===== src/rtl/bus_pkg.sv =====
// Shared bus definitions: default widths, arbiter FSM states and index sizing helper.
package bus_pkg;

  localparam int unsigned BUS_ADDR_W = 10;
  localparam int unsigned BUS_DATA_W = 8;
  localparam int unsigned OWNER_W    = 3;

  typedef enum logic [1:0] {
    ST_IDLE    = 2'd0,
    ST_ACCESS  = 2'd1,
    ST_GRANT   = 2'd2,
    ST_RELEASE = 2'd3
  } state_e;

  // Bits needed to index n requesters (at least one).
  function automatic int unsigned idx_w(input int unsigned n);
    return (n > 1) ? $clog2(n) : 1;
  endfunction

endpackage


===== src/rtl/rr_pick.sv =====
// Round-robin picker: first set request searching upward from last+1 with wrap-around.
module rr_pick
  import bus_pkg::*;
#(
  parameter int unsigned N_REQ = 4
) (
  input  logic [N_REQ-1:0]        req,
  input  logic [idx_w(N_REQ)-1:0] last,
  output logic                    valid,
  output logic [idx_w(N_REQ)-1:0] idx
);

  localparam int unsigned SEL_W = idx_w(N_REQ);

  always_comb begin
    valid = 1'b0;
    idx   = '0;
    for (int unsigned i = 1; i <= N_REQ; i++) begin
      if (!valid && req[SEL_W'((32'(last) + i) % N_REQ)]) begin
        valid = 1'b1;
        idx   = SEL_W'((32'(last) + i) % N_REQ);
      end
    end
  end

endmodule


===== src/rtl/bus_arbiter.sv =====
// Round-robin arbiter giving N_REQ cores fixed-latency access to one synchronous RAM port.
module bus_arbiter
  import bus_pkg::*;
#(
  parameter int unsigned N_REQ  = 4,
  parameter int unsigned ADDR_W = BUS_ADDR_W,
  parameter int unsigned DATA_W = BUS_DATA_W
) (
  input  logic                       clk,
  input  logic                       reset,
  input  logic [N_REQ-1:0]           grant_request,
  input  logic [N_REQ-1:0]           rw,
  input  logic [N_REQ*ADDR_W-1:0]    address,
  input  logic [N_REQ*DATA_W-1:0]    data_out,
  output logic [N_REQ-1:0]           grant_given,
  output logic [DATA_W-1:0]          data_in,
  output logic                       mem_en,
  output logic                       mem_we,
  output logic [ADDR_W-1:0]          mem_addr,
  output logic [DATA_W-1:0]          mem_wdata,
  input  logic [DATA_W-1:0]          mem_rdata,
  output logic                       busy,
  output logic [OWNER_W-1:0]         owner
);

  localparam int unsigned SEL_W = idx_w(N_REQ);

  state_e               state_q, state_d;
  logic [SEL_W-1:0]     owner_q, owner_d;
  logic [SEL_W-1:0]     last_q, last_d;
  logic [N_REQ-1:0]     grant_q, grant_d;
  logic [DATA_W-1:0]    data_in_q, data_in_d;
  logic                 mem_en_q, mem_en_d;
  logic                 mem_we_q, mem_we_d;
  logic [ADDR_W-1:0]    mem_addr_q, mem_addr_d;
  logic [DATA_W-1:0]    mem_wdata_q, mem_wdata_d;
  logic                 busy_q, busy_d;

  logic                 pick_valid;
  logic [SEL_W-1:0]     pick_idx;
  logic [ADDR_W-1:0]    core_addr  [N_REQ];
  logic [DATA_W-1:0]    core_wdata [N_REQ];

  for (genvar g = 0; g < N_REQ; g++) begin : g_core
    assign core_addr[g]  = address[g*ADDR_W +: ADDR_W];
    assign core_wdata[g] = data_out[g*DATA_W +: DATA_W];
  end

  rr_pick #(.N_REQ(N_REQ)) u_rr_pick (
    .req   (grant_request),
    .last  (last_q),
    .valid (pick_valid),
    .idx   (pick_idx)
  );

  // The mem_* registers double as the latch of the winner's request, so core-side
  // changes after the arbitration edge never reach the RAM. grant and data_in are
  // registered at the GRANT edge, when the RAM read data from ACCESS is valid.
  always_comb begin
    state_d     = state_q;
    owner_d     = owner_q;
    last_d      = last_q;
    grant_d     = '0;
    data_in_d   = '0;
    mem_en_d    = 1'b0;
    mem_we_d    = 1'b0;
    mem_addr_d  = '0;
    mem_wdata_d = '0;
    case (state_q)
      ST_IDLE: begin
        if (pick_valid) begin
          state_d     = ST_ACCESS;
          owner_d     = pick_idx;
          last_d      = pick_idx;
          mem_en_d    = 1'b1;
          mem_we_d    = rw[pick_idx];
          mem_addr_d  = core_addr[pick_idx];
          mem_wdata_d = core_wdata[pick_idx];
        end
      end
      ST_ACCESS: state_d = ST_GRANT;
      ST_GRANT: begin
        state_d   = ST_RELEASE;
        grant_d   = N_REQ'(1) << owner_q;
        data_in_d = mem_rdata;
      end
      ST_RELEASE: begin
        if (!grant_request[owner_q]) state_d = ST_IDLE;
      end
      default: state_d = ST_IDLE;
    endcase
    busy_d = (state_d != ST_IDLE);
  end

  always_ff @(posedge clk or negedge reset) begin
    if (!reset) begin
      state_q     <= ST_IDLE;
      owner_q     <= '0;
      last_q      <= SEL_W'(N_REQ - 1);
      grant_q     <= '0;
      data_in_q   <= '0;
      mem_en_q    <= 1'b0;
      mem_we_q    <= 1'b0;
      mem_addr_q  <= '0;
      mem_wdata_q <= '0;
      busy_q      <= 1'b0;
    end else begin
      state_q     <= state_d;
      owner_q     <= owner_d;
      last_q      <= last_d;
      grant_q     <= grant_d;
      data_in_q   <= data_in_d;
      mem_en_q    <= mem_en_d;
      mem_we_q    <= mem_we_d;
      mem_addr_q  <= mem_addr_d;
      mem_wdata_q <= mem_wdata_d;
      busy_q      <= busy_d;
    end
  end

  assign grant_given = grant_q;
  assign data_in     = data_in_q;
  assign mem_en      = mem_en_q;
  assign mem_we      = mem_we_q;
  assign mem_addr    = mem_addr_q;
  assign mem_wdata   = mem_wdata_q;
  assign busy        = busy_q;
  assign owner       = OWNER_W'(owner_q);

endmodule


===== config.mk =====
export PLATFORM = sky130hd
export DESIGN_NAME = bus_arbiter
export DESIGN_NICKNAME = d
export VERILOG_FILES = /design/src/rtl/bus_pkg.sv /design/src/rtl/rr_pick.sv /design/src/rtl/bus_arbiter.sv
export SDC_FILE = /design/constraint.sdc
export NUM_CORES = 1
export LEC_CHECK = 0
export ABC_AREA = 1
export ABC_CLOCK_PERIOD_IN_PS = 2500
export CAP_MARGIN = 25
export CELL_PAD_IN_SITES_DETAIL_PLACEMENT = 1
export CELL_PAD_IN_SITES_GLOBAL_PLACEMENT = 1
export CORE_MARGIN = 2
export CORE_UTILIZATION = 28
export DETAILED_ROUTE_END_ITERATION = 10
export PLACE_DENSITY_LB_ADDON = 0.08
export SYNTH_ARGS = -nofsm -noshare
export SYNTH_HDL_FRONTEND = slang
export SYNTH_SLANG_ARGS = --single-unit

===== constraint.sdc =====
create_clock -name clk -period 2.5 [get_ports clk]
set_clock_uncertainty 0.2 [all_clocks]
set_input_delay 0.5 -clock clk [delete_from_list [all_inputs] [get_ports clk]]
set_output_delay 0.5 -clock clk [all_outputs]
set_load 0.05 [all_outputs]

==> flow_summary.ini, run 1 <==
[sta]
grt_setup_unrepaired = true
timing.hold.ws_ps = -9.51
finalCritPeriodShare = 0.931
maxSlewHeadroom = 0.625
slew_violations = 0
max_freq_mhz = 430
worstMarginPinSlew_ps = 562
layout_min_cycle_time_ps = 2330
fin_setup_tns_ps = 0
setup_viol = 0
hold_viol_final = 18

[finish]
instances_no_fill = 632
areaGrowthSynthToFinish_pct = 58.9
final_common_cell = clkdlybuf4s50_1
layout_common_cells = 123 x clkdlybuf4s50_1, 94 x inv_1, 73 x nand2_1
post-route-util = 0.457
layout-drive-gt1-share = 0.133
n_antenna_cell = 0
nets = 592

[placement]
port_buffers = 124
dp_hpwl_um = 6630
gp_congestion = 0.777
placed_cells = 620

[routing]
ant_nets = 0
drc = 0
met2RoutedLength_um = 4650
firstDrtPassIters = 4
routed.top_layer = met4
drtIter0Drc = 75
routed_via_density = 4.55
routed_wl_um = 8950
met3_length_um = 411
wl_met1_um = 3840
vias = 2873
routedWlPerCell_um = 14.2

[clocking]
cts_max_path_buffers = 2
numCtsBuffers = 5
clkLatencyLatePin_ps = 290
cts.sinks = 39
root_buffer = clkbuf_8
cts_tree = built
cts_hold_buf = 0
path_clk_slew_ps = 90
htree_num_levels = 2

[logic_synthesis]
synth.distinct_cells = 26
avgSynthCellArea_um2 = 7.07
async_reset_ff_frac = 1.00
netlist_area_um2 = 2660
yosys_warnings = 0
synth_edf_count = 0
synth_nets = 466
syn_inst = 376
yosysSeqAreaShare = 0.368
synth_ff_type = dfrtp_1
synth-seq-cells = 39

[global_routing]
first_global_vias = 2926
grtUsageTotal = 0.171
grt_max_degree = 39
antenna_found_initial = 0
grt_pass1_wl_um = 14000
overflow = 0

[power_and_ir_drop]
powerDensity_nw_per_um2 = 1470
power_mw = 6.23
ir_drop_mv = 0.597
p_leak_nw = 2.15

[critical_path]
start_kind = input pin
cp_max_fo = 19
crit_family = buffers and inverters
critPathCaptureType = flop
path_class = input pin to flop
slowest_delay_ps = 550
cp_num_buf_inv = 3
crit_top_cell = nand2_1
crit_chain = clkdlybuf4s50_1, nand2_1, nand2_1, nand2_1, nand2_1, inv_1, nand3_2, nand3_4, clkbuf_16, nand2_1, nand3_1, a21oi_1
worstPathRequired_ps = 2520
slowest_stage = clkdlybuf4s50_1
crit_arrival_ps = 2350

[floorplanning]
start_util = 0.288
rows = 35
core_area_um2 = 9240
die_x_um = 101
die_h_um = 101
io_pins = 126
die_area_um2 = 10300

[outcome]
status = complete, but fails checks
violations = hold timing

[flow_run]
max-cap-violations = 0

[hold_path]
hold_path.class = input pin to async pin
worst reg2reg max path: cells and delay by family (launching register included):
kind,cells,cell delay [ps]
AO/OA/AOI/OAI,1,170
buffers and inverters,3,440
AND/OR/NAND/NOR,8,790
flip-flops,1,650
final cells by class:
type / instances / area (µm²)
timing repair buffer: 144 / 1480
inverter: 98 / 373
clock buffer: 5 / 68.8
sequential: 39 / 978
tap: 129 / 161
fill: 1176 / 5010
clock inverter: 3 / 20.0
multi-input combinational: 214 / 1140
state kept, by name (all words and copies together), names as in the netlist:
name,cells
busy,1
data_in,8
grant_given,4
last_q,2
mem_addr,10
mem_en,1
mem_wdata,8
mem_we,1
owner_q,2
state_q,2
Yosys cell counts, types with 5 or more instances:
master     n  share of area
buf_6      6          0.025
buf_2      7          0.013
a21oi_1    9          0.017
inv_1     94           0.13
nand2_2    7          0.016
nand3_2   13          0.049
nand2_1   73           0.10
a21oi_2   10          0.033
dfrtp_1   37           0.35
nor2_1    10          0.014
nor3_1     5         0.0094
clkbuf_1   7         0.0099
nand3_1   37          0.070
nand4_1   38          0.089
o21ai_0    7          0.013
repair_timing:
action | CTS | global route
hold endpoints to repair | 0 | 0
setup buffers | 0 | 3
resized for setup | 0 | 2
endpoints found under the setup margin | 0 | 17
path summary, 6_finish.rpt:
path                                         from                        to  slack [ps]  cells past startpoint
setup / recovery                 grant_request[1]    mem_wdata[3]$_DFF_PN0_         170                     12
hold / removal                              reset    mem_wdata[4]$_DFF_PN0_         -10                      1
setup reg to reg            last_q[0]$_DFFE_PN1P_    mem_wdata[3]$_DFF_PN0_         180                     12
hold reg to reg            owner_q[1]$_DFFE_PN0P_  grant_given[1]$_DFF_PN0_         290                      1
max in group asynchronous                   reset     mem_addr[0]$_DFF_PN0_        1470                      2
min in group clk           owner_q[1]$_DFFE_PN0P_  grant_given[1]$_DFF_PN0_         290                      1
stage by stage:
stage                     setup slack, ps  area [µm²]
after floorplan                       447        2660
after global placement              -17.2        4080
after detailed placement             -107        4080
after CTS                             176        4170
after global routing                -12.4        4230
final                                 172        4230
power breakdown:
group          switching (mW)  total, mW  internal [mW]
clock network           0.242      0.437          0.194
logic                    2.98       4.85           1.87
registers               0.107      0.944          0.836
total                    3.33       6.23           2.90
routing by layer:
metal / track usage / vias up
li1: - / 1422
met1: 0.210 / 1371
met2: 0.310 / 76
met3: 0.0338 / 4
met4: 0.0333 / 0
met5: 0 / -
cells by family (layout without fill, tap and decap cells):
logic type / after synthesis / count (layout) / share of synthesized area
AO/OA/AOI/OAI: 28 / 28 / 0.0687
buffers and inverters: 123 / 250 / 0.204
AND/OR/NAND/NOR: 185 / 185 / 0.358
flip-flops: 39 / 39 / 0.368
other: 1 / 1 / 0.00141
(Power assumes the default switching activity.)
==> inputs of run 2 (changes only) <==
Settings changed: CORE_MARGIN 2 to not set.
==> run 2 against run 1 <==
The flow now finishes without violations. Count of clock-buffer cells in the layout did not move. Core utilization rose by 0.15 points. Sequential power hardly changed. Die area down 3.9%. Global-route usage is 0.94 points higher. First-iteration DRC count down 11%. Critical path type is now flop to flop. Critical endpoint is now mem_addr[7]$_DFF_PN0_. Largest cell class unchanged. Largest power group unchanged.
==> flow_summary.ini, run 2 (synthesized netlist as in run 1, its figures left out) <==
[floorplanning]
die_area_um2 = 9890
start_util = 0.288
die_h_um = 99.4
die_x_um = 99.4
io_pins = 126
core_area_um2 = 9240
rows = 35

[power_and_ir_drop]
ir_drop_mv = 0.647
p_leak_nw = 2.16
power_mw = 6.11
powerDensity_nw_per_um2 = 1440

[clocking]
cts_max_path_buffers = 2
path_clk_slew_ps = 80
numCtsBuffers = 5
cts.sinks = 39
clkLatencyLatePin_ps = 280
htree_num_levels = 2
root_buffer = clkbuf_8
ctsResizeCount = 0
cts_tree = built

[critical_path]
critPathCaptureType = flop
crit_arrival_ps = 2300
start_kind = flop
path_class = flop to flop
cp_max_fo = 25
worstPathRequired_ps = 2520

[placement]
port_buffers = 124
dpl_worst_slack_ps = -47.6
dp_hpwl_um = 6600
gp_congestion = 0.790

[sta]
hold_viol_final = 0
grt_setup_unrepaired = false
setup_slack_ps = 215
maxSlewHeadroom = 0.640
slew_violations = 0
setup_viol = 0
finalCritPeriodShare = 0.914
layout_min_cycle_time_ps = 2290
worstMarginPinSlew_ps = 538
max_freq_mhz = 438

[global_routing]
first_global_vias = 3035
grtUsageTotal = 0.180
grt_max_degree = 40
overflow = 0
antenna_found_initial = 0
grt_pass1_wl_um = 14200

[finish]
multi_input_area_um2 = 1140
fillers = 1149
nets = 592
layout-drive-gt1-share = 0.131
n_antenna_cell = 0
largest_register_ffs = 10
layout_common_cells = 123 x clkdlybuf4s50_1, 94 x inv_1, 73 x nand2_1
ff_latch_area_um2 = 978
final_common_cell = clkdlybuf4s50_1
post-route-util = 0.459
areaGrowthSynthToFinish_pct = 59.4

[routing]
vias = 2850
drtIter0Drc = 67
routedWlPerCell_um = 13.5
drc = 0
ant_nets = 0
routed_wl_um = 8530
routed_via_density = 4.51
firstDrtPassIters = 4

[flow_run]
max-cap-violations = 0

[hold_path]
hold_path.class = flop to flop

[outcome]
status = completed
run 2: path summary, 6_finish.rpt:
| kind | depth (start not counted) | slack, ps | endpoint | from |
|---|---|---|---|---|
| max | 12 | 210 | mem_addr[7]$_DFF_PN0_ | last_q[0]$_DFFE_PN1P_ |
| min | 1 | 310 | grant_given[1]$_DFF_PN0_ | owner_q[1]$_DFFE_PN0P_ |
| max reg2reg | 12 | 210 | mem_addr[7]$_DFF_PN0_ | last_q[0]$_DFFE_PN1P_ |
| min reg2reg | 1 | 310 | grant_given[1]$_DFF_PN0_ | owner_q[1]$_DFFE_PN0P_ |
| max in group asynchronous | 3 | 1110 | last_q[1]$_DFFE_PN1P_ | reset |
| min in group asynchronous | 2 | 420 | mem_addr[9]$_DFF_PN0_ | reset |
run 2: per-stage QoR:
step                instance area, µm²  std cells  hold WS, ps  TNS, ps
floorplan                         2660        376         4.41        0
global placement                  4080        620          205        0
detailed placement                4080        620          204     -184
CTS                               4200        629          316        0
global route                      4240        632          328        0
finish                            4240        632          306        0
run 2: area by class of cell:
type,instances,area share
multi-input combinational,214,0.268
timing repair buffer,144,0.348
clock buffer,5,0.0162
clock inverter,3,0.0103
inverter,98,0.0880
sequential,39,0.231
tap,129,0.0381
run 2: repair_timing:
action	4_1_cts	5_1_grt
hold endpoints to repair	9	0
setup buffers	0	3
hold buffers	1	0
endpoints found under the setup margin	0	2
run 2: worst max-delay path, stage by stage, from the launching register on:
cell     delay [ps]
dfstp_2         660
buf_12          140
nand2_1          40
nand2_1         110
nand2_1          80
nand2_1         110
inv_1            80
nand3_2         150
nand3_2         150
buf_12          190
nand2_1          60
nand3_1         120
a21oi_2         140
run 2: power breakdown:
group	internal [mW]	switching, mW
Combinational	1.77	2.87
Clock	0.297	0.233
Sequential	0.837	0.109
Total	2.90	3.21
run 2: layer usage:
layer  routed length [µm]  part of all wire  global-route usage
met4                   85             0.010              0.0430
met1                 3590              0.42               0.215
met2                 4480              0.53               0.332
met3                  373             0.044              0.0337
met5                    0                 0                   0
==> inputs of run 3 (changes only) <==
Settings changed: CORE_UTILIZATION 28 to 25, SYNTH_HIERARCHICAL set to 1.
==> run 3 against run 2 <==
Sequential cell count is the same. Worst setup slack lost 80 ps. Non-clock buffer count shrank 1. Via count shrank 17%. Register-to-register slack lost 80 ps. Final area shrank 13%. Count of clock-buffer cells in the layout is the same. Clock power shrank 18%. Combinational power shrank 22%. Core utilization shrank 1.0 points. Critical path type unchanged.
==> flow_summary.ini, run 3 <==
[outcome]
status = completed

[power_and_ir_drop]
p_leak_nw = 1.65
powerDensity_nw_per_um2 = 1360
power_mw = 5.02
ir_drop_mv = 0.448

[critical_path]
critPathCaptureType = flop
slowest_stage = dfstp_2
worstPathRequired_ps = 2470
slowest_delay_ps = 660
path_class = flop to flop
crit_family = simple AND/OR/NAND/NOR gates
crit_arrival_ps = 2340
start_kind = flop
cp_num_buf_inv = 2
crit_chain = buf_6, nand2_1, nand2_4, nand2_4, nand2_4, nor2_1, a21oi_1, nand3_2, buf_6, nor2_1, nor2_1, o21ai_0, a21oi_1
cp_max_fo = 14

[logic_synthesis]
synth_top_area_frac = 0.436
synth.distinct_cells = 26
synth-seq-cells = 39
yosys_warnings = 6
async_reset_ff_frac = 1.00
avgSynthCellArea_um2 = 7.38
yosys-top-cells-area = dfrtp_1 44%, nor2_1 15%, o21ai_0 6.6%, nand2_1 6.2%, a21oi_1 4.9%
synth_ff_type = dfrtp_1
synth_nets = 378
syn_inst = 288
yosys.area.top_type = dfrtp_1
yosysSeqAreaShare = 0.460
yosysMostFrequentCell = nor2_1
synthTopCellsByCount = 86 x nor2_1, 37 x dfrtp_1, 35 x nand2_1, 28 x o21ai_0, 21 x a21oi_1
netlist_area_um2 = 2130
synth_edf_count = 0

[finish]
largest_register_ffs = 10
final_common_cell = clkdlybuf4s50_1
layout_common_cells = 123 x clkdlybuf4s50_1, 86 x nor2_1, 37 x dfrtp_1
layout-drive-gt1-share = 0.128
n_antenna_cell = 0
areaGrowthSynthToFinish_pct = 73.3
post-route-util = 0.448
nets = 512
final_area_um2 = 3680
instances_no_fill = 528

[floorplanning]
rows = 33
die_x_um = 94.2
die_area_um2 = 8880
start_util = 0.259
core_area_um2 = 8220
io_pins = 126
die_h_um = 94.2

[global_routing]
grt_max_degree = 26
grt_use_met3 = 0.0534
grtUsageTotal = 0.174
antenna_found_initial = 0
overflow = 0
grt-busiest-layer = met2
first_global_vias = 2443
grt_pass1_wl_um = 11900
grt_util_met2 = 0.300
grt_util_met1 = 0.208

[routing]
drtIter0Drc = 54
vias = 2368
ant_nets = 0
routedWlPerCell_um = 14.0
firstDrtPassIters = 4
routed_via_density = 4.48
routed_wl_um = 7370
drc = 0

[sta]
fin_setup_tns_ps = 0
setup_viol = 0
timing.hold.ws_ps = 327
layout_min_cycle_time_ps = 2370
max_freq_mhz = 423
grt_setup_unrepaired = true
worstMarginPinSlew_ps = 549
maxSlewHeadroom = 0.633
finalCritPeriodShare = 0.946
hold_viol_final = 0
setup_slack_ps = 134
slew_violations = 0

[placement]
dpl_worst_slack_ps = -189
placedInstanceArea_um2 = 3530
gp_congestion = 0.770
dp_hpwl_um = 5840
port_buffers = 124
placed_cells = 516

[clocking]
htree_num_levels = 2
cts_max_path_buffers = 2
root_buffer = clkbuf_8
clkLatencyLatePin_ps = 290
cts_tree = built
path_clk_slew_ps = 80
cts.sinks = 39
numCtsBuffers = 5

[flow_run]
max-cap-violations = 0

[hold_path]
hold_path.class = flop to flop
==> run 3: cell count changes in the layout (fill, tap and decap cells not counted), moves of 11 or more <==
cell	delta
a21oi_1	+11
inv_1	-81
nand2_1	-40
nand3_1	-32
nand3_2	-11
nand4_1	-34
nor2_1	+76
o21ai_0	+20
o21ai_1	+13
==> run 3: metal layers <==
layer	share of wire	vias to the layer above
li1	-	1180
met1	0.42	1109
met2	0.50	71
met3	0.067	8
met4	0.012	0
met5	0	-
==> run 3: worst paths after layout <==
| kind | startpoint | endpoint | slack [ps] | cells past startpoint |
|---|---|---|---|---|
| min in group asynchronous | reset | mem_we$_DFF_PN0_ | 340 | 2 |
| worst min-delay path | owner_q[1]$_DFFE_PN0P_ | grant_given[1]$_DFF_PN0_ | 330 | 1 |
| worst max-delay path | last_q[0]$_DFFE_PN1P_ | mem_addr[9]$_DFF_PN0_ | 130 | 13 |
| worst min register to register | owner_q[1]$_DFFE_PN0P_ | grant_given[1]$_DFF_PN0_ | 330 | 1 |
| max in group asynchronous | reset | last_q[1]$_DFFE_PN1P_ | 1180 | 3 |
| worst max register to register | last_q[0]$_DFFE_PN1P_ | mem_addr[9]$_DFF_PN0_ | 130 | 13 |
==> run 3: repair_timing <==
action,CTS,global route
setup buffers,0,3
gates resized for setup,0,9
hold buffers,1,0
setup endpoints to repair,0,19
hold endpoints to repair,3,0
==> run 3: kinds of logic (layout without fill, tap and decap cells) <==
family | Yosys count | count (layout) | synth area share
AO/OA/AOI/OAI | 62 | 62 | 0.147
buffers and inverters | 33 | 168 | 0.0747
flip-flops | 39 | 39 | 0.460
other | 1 | 1 | 0.00176
AND/OR/NAND/NOR | 153 | 153 | 0.316
==> run 3: power breakdown <==
part	internal (mW)	switching, mW
registers	0.831	0.111
logic	1.37	2.27
clock network	0.194	0.239
total	2.40	2.62
==> run 3: layout make-up <==
class	instances	area (µm²)
Clock buffer	5	68.8
Clock inverter	3	20.0
Fill cell	984	4530
Inverter	17	68.8
Multi-Input combinational cell	216	1010
Sequential cell	39	978
Tap cell	105	131
Timing Repair Buffer	143	1410
==> run 3: worst reg2reg max path, delay by kind of cell, from the launching register on <==
kind	cells	cell delay, ps
AND/OR/NAND/NOR	8	730
AO/OA/AOI/OAI	3	340
buffers and inverters	2	320
flip-flops	1	660
